## src/rtl/piano_pkg.sv

```systemverilog
// Shared codes, judge FSM states and score saturation for the learning-mode piano blocks.
package piano_pkg;

  localparam int               KEY_W      = 4;
  localparam logic [KEY_W-1:0] REST_CODE  = 4'd0;
  localparam logic [KEY_W-1:0] MULTI_CODE = 4'd15;
  localparam logic [7:0]       CNT_MAX    = 8'd255;

  typedef enum logic [1:0] {
    IDLE  = 2'd0,
    ARMED = 2'd1,
    HOLD  = 2'd2
  } judge_state_t;

  function automatic logic [7:0] sat_inc(input logic [7:0] v);
    return (v == CNT_MAX) ? v : v + 8'd1;
  endfunction

endpackage

```

## src/rtl/key_debounce.sv

```systemverilog
// One key: 2-flop synchronizer, then a level that follows the synchronized
// input only after it has differed for DEBOUNCE_CYCLES consecutive cycles.
module key_debounce #(
  parameter int DEBOUNCE_CYCLES = 2_000_000
) (
  input  logic clk,
  input  logic rst,
  input  logic key_raw,
  output logic key_level
);

  localparam int CW = $clog2(DEBOUNCE_CYCLES + 1);

  logic          sync1;
  logic          sync2;
  logic [CW-1:0] cnt;

  always_ff @(posedge clk or posedge rst) begin
    if (rst) begin
      sync1     <= 1'b0;
      sync2     <= 1'b0;
      cnt       <= '0;
      key_level <= 1'b0;
    end else begin
      sync1 <= key_raw;
      sync2 <= sync1;
      // Any return to the accepted level is a bounce and restarts the count.
      if (sync2 == key_level) begin
        cnt <= '0;
      end else if (cnt == CW'(DEBOUNCE_CYCLES - 1)) begin
        key_level <= sync2;
        cnt       <= '0;
      end else begin
        cnt <= cnt + CW'(1);
      end
    end
  end

endmodule

```

## src/rtl/key_judge.sv

```systemverilog
// Debounces user keys, encodes press events and judges them against the
// player's expected note, returning the advance pulse and hit/miss scores.
module key_judge
  import piano_pkg::*;
#(
  parameter int NUM_KEYS        = 7,
  parameter int DEBOUNCE_CYCLES = 2_000_000,
  parameter int TIMEOUT_CYCLES  = 500_000_000,
  parameter bit SKIP_ON_TIMEOUT = 1'b1
) (
  input  logic                clk,
  input  logic                rst,
  input  logic                enable,
  input  logic                clear,
  input  logic [3:0]          expected_key,
  input  logic                expected_valid,
  input  logic [NUM_KEYS-1:0] user_keys,
  output logic                correct_key_press,
  output logic                wrong_press,
  output logic                timeout,
  output logic [3:0]          pressed_key,
  output logic [7:0]          score,
  output logic [7:0]          miss_count,
  output logic [1:0]          judge_state
);

  localparam int               TW       = 29;
  localparam logic [TW-1:0]    TO_LAST  = TW'(TIMEOUT_CYCLES - 1);
  localparam logic [KEY_W-1:0] MAX_CODE = KEY_W'(NUM_KEYS);

  logic [NUM_KEYS-1:0] key_level;
  logic [NUM_KEYS-1:0] key_prev;
  logic [NUM_KEYS-1:0] rise;
  logic [KEY_W-1:0]    ev_code;
  logic                ev_any;
  int                  n_ev;
  judge_state_t        state;
  logic [KEY_W-1:0]    exp_q;
  logic [TW-1:0]       tcnt;

  for (genvar i = 0; i < NUM_KEYS; i++) begin : g_key
    key_debounce #(.DEBOUNCE_CYCLES(DEBOUNCE_CYCLES)) u_db (
      .clk       (clk),
      .rst       (rst),
      .key_raw   (user_keys[i]),
      .key_level (key_level[i])
    );
  end

  assign rise   = key_level & ~key_prev;
  assign ev_any = |rise;

  always_comb begin
    ev_code = REST_CODE;
    n_ev    = 0;
    for (int i = 0; i < NUM_KEYS; i++) begin
      if (rise[i]) begin
        n_ev    = n_ev + 1;
        ev_code = KEY_W'(i + 1);
      end
    end
    if (n_ev > 1) ev_code = MULTI_CODE;
  end

  // Handshake to the player: correct_key_press, wrong_press and timeout are
  // single-cycle registered pulses with no back-pressure; the player advances
  // on every cycle correct_key_press is high and holds expected_key/valid
  // until it does.
  always_ff @(posedge clk or posedge rst) begin
    if (rst) begin
      state             <= IDLE;
      exp_q             <= REST_CODE;
      tcnt              <= '0;
      key_prev          <= '0;
      correct_key_press <= 1'b0;
      wrong_press       <= 1'b0;
      timeout           <= 1'b0;
      pressed_key       <= REST_CODE;
      score             <= '0;
      miss_count        <= '0;
    end else begin
      correct_key_press <= 1'b0;
      wrong_press       <= 1'b0;
      timeout           <= 1'b0;
      key_prev          <= key_level;
      if (ev_any) pressed_key <= ev_code;

      if (!enable) begin
        state <= IDLE;
      end else begin
        case (state)
          IDLE: begin
            if (expected_valid) begin
              exp_q <= expected_key;
              tcnt  <= '0;
              state <= ARMED;
            end
          end
          ARMED: begin
            tcnt <= tcnt + TW'(1);
            // Priority: rest/invalid note, matching press, timeout, wrong press.
            if (exp_q == REST_CODE || exp_q > MAX_CODE) begin
              correct_key_press <= 1'b1;
              state             <= HOLD;
            end else if (ev_any && ev_code == exp_q) begin
              correct_key_press <= 1'b1;
              score             <= sat_inc(score);
              state             <= HOLD;
            end else if (tcnt == TO_LAST) begin
              timeout    <= 1'b1;
              miss_count <= sat_inc(miss_count);
              if (SKIP_ON_TIMEOUT) begin
                correct_key_press <= 1'b1;
                state             <= HOLD;
              end else begin
                state <= IDLE;
              end
            end else if (ev_any) begin
              wrong_press <= 1'b1;
              miss_count  <= sat_inc(miss_count);
            end
          end
          HOLD: begin
            if (!expected_valid) state <= IDLE;
          end
          default: state <= IDLE;
        endcase
      end

      if (clear) begin
        score      <= '0;
        miss_count <= '0;
      end
    end
  end

  assign judge_state = state;

endmodule

```

## config.mk

```make
export PLATFORM = sky130hd
export DESIGN_NAME = key_judge
export DESIGN_NICKNAME = d
export VERILOG_FILES = /design/src/rtl/piano_pkg.sv /design/src/rtl/key_debounce.sv /design/src/rtl/key_judge.sv
export SDC_FILE = /design/constraint.sdc
export NUM_CORES = 1
export LEC_CHECK = 0
export BUFFER_PORTS_ARGS = -buffer_cell sky130_fd_sc_hd__buf_2
export CAP_MARGIN = 20
export CORE_UTILIZATION = 25
export CTS_CLUSTER_SIZE = 30
export DETAILED_ROUTE_END_ITERATION = 12
export HOLD_SLACK_MARGIN = 0.15
export PLACE_DENSITY = 0.45
export SLEW_MARGIN = 5
export SYNTH_ARGS = -nofsm -noshare
export SYNTH_HDL_FRONTEND = slang
export SYNTH_SLANG_ARGS = --single-unit
```

## constraint.sdc

```tcl
create_clock -name clk -period 7.56 [get_ports clk]
set_input_delay 1.512 -clock clk [delete_from_list [all_inputs] [get_ports clk]]
set_output_delay 1.512 -clock clk [all_outputs]
set_load 0.01 [all_outputs]
```

==> results of run 1 <==
-- cells by family after synthesis --
kind of cell | after synthesis | synth area share, %
buffers and inverters | 54 | 2.00
AO/OA/AOI/OAI | 79 | 4.28
multiplexers | 19 | 1.87
adder cells (fa/ha/maj) | 18 | 2.01
flip-flops | 233 | 51.9
AND/OR/NAND/NOR | 565 | 24.6
XOR/XNOR | 167 | 13.3
-- flip-flops by register name (all words and copies together), names as in the netlist --
name / count
g_key.u_db.cnt: 147
tcnt: 29
miss_count: 8
score: 8
g_key.u_db.key_level: 7
g_key.u_db.sync1: 7
g_key.u_db.sync2: 7
key_prev: 7
exp_q: 4
pressed_key: 4
judge_state: 2
correct_key_press: 1
timeout: 1
wrong_press: 1
-- worst max-delay path by stage --
stage | cells after the start | endpoint | start
2_1_floorplan | 1 | correct_key_press | rst
3_3_place_gp | 20 | score[3] | g_key[0].u_db.key_level
3_5_place_dp | 20 | score[5] | g_key[0].u_db.key_level
4_1_cts | 20 | score[3] | g_key[0].u_db.key_level
5_1_grt | 20 | score[3] | g_key[0].u_db.key_level
6_report | 20 | score[7] | g_key[0].u_db.key_level
-- per-layer routing --
layer | vias to the layer above | GRT usage [%] | wire [microns]
met5 | - | 0 | 0
met4 | 0 | 3.08 | 438
met3 | 29 | 1.85 | 916
met2 | 100 | 15.8 | 9490
met1 | 3709 | 14.4 | 11500
li1 | 3928 | - | -
-- metrics by stage --
stage,instances,total power [mW],cell area [sq um]
6_report,1791,2.82,13100
5_1_grt,1791,2.95,13100
4_1_cts,1791,2.88,13100
3_5_place_dp,1740,1.42,12100
3_3_place_gp,1740,1.42,12100
2_1_floorplan,1135,1.39,11200
-- power by group through the flow --
stage	Sequential (mW)	Combinational, mW	Clock, mW
global route	1.30	0.118	1.53
finish	1.30	0.100	1.42
global placement	1.32	0.104	0
CTS	1.30	0.106	1.48
detailed placement	1.32	0.105	0
floorplan	1.31	0.0748	0
-- worst max-delay path: cells and delay by family, from the launching register on --
kind                     cells  cell delay (ns)
AO/OA/AOI/OAI                5             0.71
adder cells (fa/ha/maj)      4             1.13
buffers and inverters        1             0.11
flip-flops                   1             0.39
multiplexers                 1             0.55
AND/OR/NAND/NOR              9             2.46
-- layout make-up --
class / count / share of cell area [%]
Timing Repair Buffer: 43 / 1.80
Tap cell: 592 / 5.67
Clock buffer: 43 / 6.65
Multi-Input combinational cell: 848 / 39.6
Inverter: 24 / 0.719
Clock inverter: 8 / 0.929
Sequential cell: 233 / 44.6
-- cells in the final DEF, fill, tap and decap left out, drive strengths merged, types with 16 or more instances in the layout --
| master | instances |
|---|---|
| a21oi | 30 |
| o21ai | 22 |
| nand4 | 18 |
| nand3 | 84 |
| nand2 | 87 |
| buf | 43 |
| inv | 23 |
| nor2 | 217 |
| dfrtp | 233 |
| nor3 | 17 |
| clkbuf | 43 |
| xnor2 | 63 |
| xor2 | 103 |
| or3 | 16 |
| and3 | 38 |
| ha | 18 |
==> results.yml, run 1 <==
yosys:
  ys.flop_type: "dfrtp_1"
  netlist.area_leader.share_pct: 51.9
  syn_area_sq_mm: 0.0112
  synth-edff-count: 0
  avgSynthCellArea_sq_um: 9.89
  syn_inst: 1135
  synthTopCellsByArea: "dfrtp_1, xor2_1, nor2_1"
  ys.warnings.count: 0
  synth.largest_area_cell: "dfrtp_1"
  synth_nets: 1169
  seq_area_frac_synth_pct: 51.9
  synthTopCellsByCount: "dfrtp_1, nor2_1, xor2_1"
  synthArstFlopShare_pct: 100
  synth_seq_cells: 233
  yosys.cell_count.top_type: "dfrtp_1"
  yosysUniqueCellTypes: 55
final_layout:
  fill_cells: 4603
  diodes: 0
  final_layout_size_suffix_gt1_share_pct: 9.76
  seq_area_sq_mm: 0.00583
  multi_input_area_sq_mm: 0.00517
  area_growth_pct: 16.4
  fin_nets: 1212
  utilization_pct: 29.5
timing:
  fin_skew_ns: 0.0290
  slew_headroom_pct: 29.0
  timing.final.crit_share_pct: 71.7
  fmax_mhz: 184
  worstMarginPinSlew_ns: 1.05
  period_needed_ns: 5.42
  rsz0062_at_grt: "false"
  hold_slack_ns: 0.351
  setup_violations: 0
  worst_slack_ns: 2.14
  slew_viol_final: 0
  finalHoldViolCount: 0
  fin_tns_setup_ns: 0
setup_path:
  r2r_end: "score[7]"
  crit_top_cell: "ha_1"
  path_cells: "nor2b_1 -> inv_1 -> ha_1 -> nor3b_1 -> a211oi_1 -> a21oi_1 -> ha_1 -> nand2_1 -> nand2_1 -> ha_1 -> nand2_1 -> o21ai_0 -> or2_2 -> ha_1 -> a21oi_1 -> nor4b_1 -> nand4_1 -> mux2_4 -> or4_1 -> a21oi_1"
  crit_required_ns: 8.04
  cp_slowest_cell: "mux2_4"
  worst_setup_path_start_kind: "flop"
  r2r_cells: 20
  cp_slowest_stage_delay_ns: 0.55
  worstPathMaxFanout: 13
  critPathKind: "flop to flop"
  critical_path_arrival_ns: 5.90
  endpoint_kind: "flop"
  reg2reg_slack_ns: 2.14
  reg2reg_from: "g_key[0].u_db.key_level"
power:
  vdd_drop_max_v: 0.000139
  p_sw_share_pct: 22.2
  leakagePower_nw: 5.70
  p_seq_share_pct: 46.0
  p_int_mw: 2.19
  p_switching_mw: 0.626
  power.density_mw_per_mm2: 216
  power_frac_comb_pct: 3.6
  p_clk_share_pct: 50.4
clock_network:
  cts_hold_buf: 0
  tritoncts: "done"
  clock-sinks: 233
  root_buffer: "clkbuf_16"
  postCtsSetupBuffers: 0
  cts_max_level: 1
  cts_buffer_depth: 3
  clk_latency_ns: 0.56
  ctsResizeCount: 0
  cts_buffers: 28
  clk_pin_slew_ns: 0.06
detailed_routing:
  wl_microns: 22400
  drt-initial-drc-count: 452
  wl_per_cell_microns: 12.5
  antenna_left: 0
  firstDrtPassIters: 4
  post-route-drc-count: 0
  vias: 7766
  vias_per_cell: 4.34
grt:
  grt_pass1_wl_microns: 38900
  grt_use_total_pct: 10.2
  grt_overflow: 0
  grt_pass1_vias: 7866
  grt_max_degree: 172
  antenna_found_initial: 1
worst_hold_path:
  min-delay-start: "g_key[2].u_db.sync1"
  hold_path_depth: 0
  holdPathEnd: "g_key[2].u_db.sync2"
  hp-class: "flop to flop"
placed_design:
  io_buffers: 40
  hpwl_microns: 14400
  dp_slack_ns: 2.22
  place.gp.congestion: 0.746
die:
  start_util_pct: 25.4
  std_cell_rows: 77
  ioPinCount: 41
  fp.dieW_microns: 214
  die_y_microns: 214
  core_area_sq_mm: 0.0442
  die-area_sq_mm: 0.0457
flow_run:
  maxCapViolCount: 0
run_status:
  status: "completed"
(Power assumes the default switching activity.)
==> run 2: changes to the inputs <==
PLACE_DENSITY = 0.44   (was 0.45)
clock period = 5.1 ns   (was 7.56 ns; I/O delays follow)
==> run 2 against run 1 <==
- global-route usage decreased by 0.078 points
- first-iteration DRC count decreased by 6.9%
- non-clock buffer count increased by 4
- register-to-register slack got worse by 1.9 ns
- clock power increased by 36%
- sequential power increased by 48%
- count of clock-buffer cells in the layout increased by 1
- routed wire length decreased by 0.20%
- critical endpoint is now miss_count[3]
- sequential share of layout area increased by 0.12 points
- highest routed layer unchanged
- clock skew decreased by 0.0062 ns
- critical path type unchanged
- core utilization decreased by 0.076 points
==> results.yml, run 2 (same netlist as run 1, synthesis figures left out) <==
final_layout:
  fill_cells: 4616
  area_growth_pct: 16.1
  diodes: 0
  largest_reg_flops: 147
  layout.cells.most_common_list: "dfrtp_1, nor2_1, xor2_1, nand2_1, nand3_1"
  reg_top3: "g_key.u_db.cnt x147, tcnt x29"
  final_common_cell: "dfrtp_1"
  fin_nets: 1216
  stdcell_area_sq_mm: 0.0130
  final_cells: 1794
  final_layout_size_suffix_gt1_share_pct: 10.2
  regMostFlops: "g_key.u_db.cnt"
  utilization_pct: 29.5
detailed_routing:
  vias: 7788
  vias_per_cell: 4.34
  firstDrtPassIters: 4
  drt-initial-drc-count: 421
  antenna_left: 0
  wl_microns: 22300
  post-route-drc-count: 0
  wl_per_cell_microns: 12.5
die:
  start_util_pct: 25.4
  std_cell_rows: 77
  die_y_microns: 214
  fp.dieW_microns: 214
  die-area_sq_mm: 0.0457
  ioPinCount: 41
  core_area_sq_mm: 0.0442
clock_network:
  postCtsSetupBuffers: 0
  cts_max_level: 1
  cts_buffers: 28
  clock-sinks: 233
  root_buffer: "clkbuf_16"
  cts_buffer_depth: 3
  clk_latency_ns: 0.56
  tritoncts: "done"
  clk_pin_slew_ns: 0.06
setup_path:
  worstPathMaxFanout: 10
  crit_required_ns: 5.57
  r2r_cells: 18
  critPathKind: "flop to flop"
  reg2reg_from: "key_prev[1]"
  reg2reg_slack_ns: 0.27
  critPathLaunch: "key_prev[1]"
  endpoint_kind: "flop"
  worst_setup_path_start_kind: "flop"
  critical_path_arrival_ns: 5.30
  r2r_end: "miss_count[3]"
timing:
  worst_slack_ns: 0.272
  timing.final.crit_share_pct: 94.7
  slew_headroom_pct: 27.9
  finalHoldViolCount: 0
  fin_skew_ns: 0.0228
  fmax_mhz: 207
  worstMarginPinSlew_ns: 1.07
  period_needed_ns: 4.83
  slew_viol_final: 0
  fin_tns_setup_ns: 0
  setup_violations: 0
worst_hold_path:
  hp-class: "flop to flop"
  min-delay-start: "g_key[0].u_db.sync1"
  holdPathEnd: "g_key[0].u_db.sync2"
  hold_path_depth: 0
placed_design:
  dp.cells: 1744
  placed_cell_area_sq_mm: 0.0121
  hpwl_microns: 14600
  place.gp.congestion: 0.770
  io_buffers: 40
  dp_slack_ns: 0.168
power:
  power.density_mw_per_mm2: 307
  vdd_drop_max_v: 0.000235
  leakagePower_nw: 5.70
grt:
  grt_use_total_pct: 10.1
  antenna_found_initial: 0
  grt_overflow: 0
  grt_pass1_wl_microns: 38600
  grt_max_degree: 134
  grt_pass1_vias: 7833
run_status:
  status: "completed"
flow_run:
  maxCapViolCount: 0
==> run 2: worst max-delay path, cell delays in order, from the launching register on <==
cell      delay (ns)
dfrtp_1         0.35
nand2b_1        0.22
ha_1            0.44
xnor3_2         0.53
ha_1            0.29
nand2_1         0.10
nand2_1         0.07
ha_1            0.30
nand2_1         0.08
o21ai_0         0.11
or2_2           0.31
ha_1            0.29
a21oi_1         0.12
nor4b_2         0.21
nand4_1         0.20
buf_4           0.23
mux2i_1         0.17
or4_1           0.54
a21oi_1         0.15
==> run 2: worst max path at each step <==
stage                                to  slack [ns]  cells after the start
after global placement    miss_count[3]        0.35                     21
after global routing      miss_count[3]       -0.01                     18
final                     miss_count[3]        0.27                     18
after CTS                 miss_count[3]        0.12                     21
after floorplan                score[3]        0.66                     18
after detailed placement  miss_count[3]        0.17                     21
==> run 2: layout make-up <==
type / instances / area [sq um] / share of cell area, %
sequential: 233 / 5830 / 44.8
clock buffer: 44 / 871 / 6.69
multi-input combinational: 848 / 5180 / 39.8
timing repair buffer: 47 / 265 / 2.04
clock inverter: 6 / 41.3 / 0.317
tap: 592 / 741 / 5.69
inverter: 24 / 93.8 / 0.720
==> run 2: report_power, final <==
| group | internal [mW] | switching (mW) |
|---|---|---|
| registers | 1.89 | 0.0349 |
| logic | 0.0478 | 0.102 |
| clock network | 1.16 | 0.771 |
==> run 2: metal layers <==
layer  global-route usage [%]  wire length (microns)
met1                     14.6                  11700
met2                     15.4                   9310
met3                     1.98                    899
met4                     2.76                    463
met5                        0                      0
==> run 2: per-stage QoR <==
stage	hold WS, ns	total power [mW]
after floorplan	0.331	2.06
after global placement	0.336	2.11
after detailed placement	0.338	2.11
after CTS	0.347	4.10
after global routing	0.354	4.19
final	0.343	4.00
==> run 2: repair_timing <==
| action | in CTS | in global routing |
|---|---|---|
| setup endpoints to repair | 0 | 11 |
| hold buffers | 0 | 0 |
| gates resized for setup | 0 | 3 |
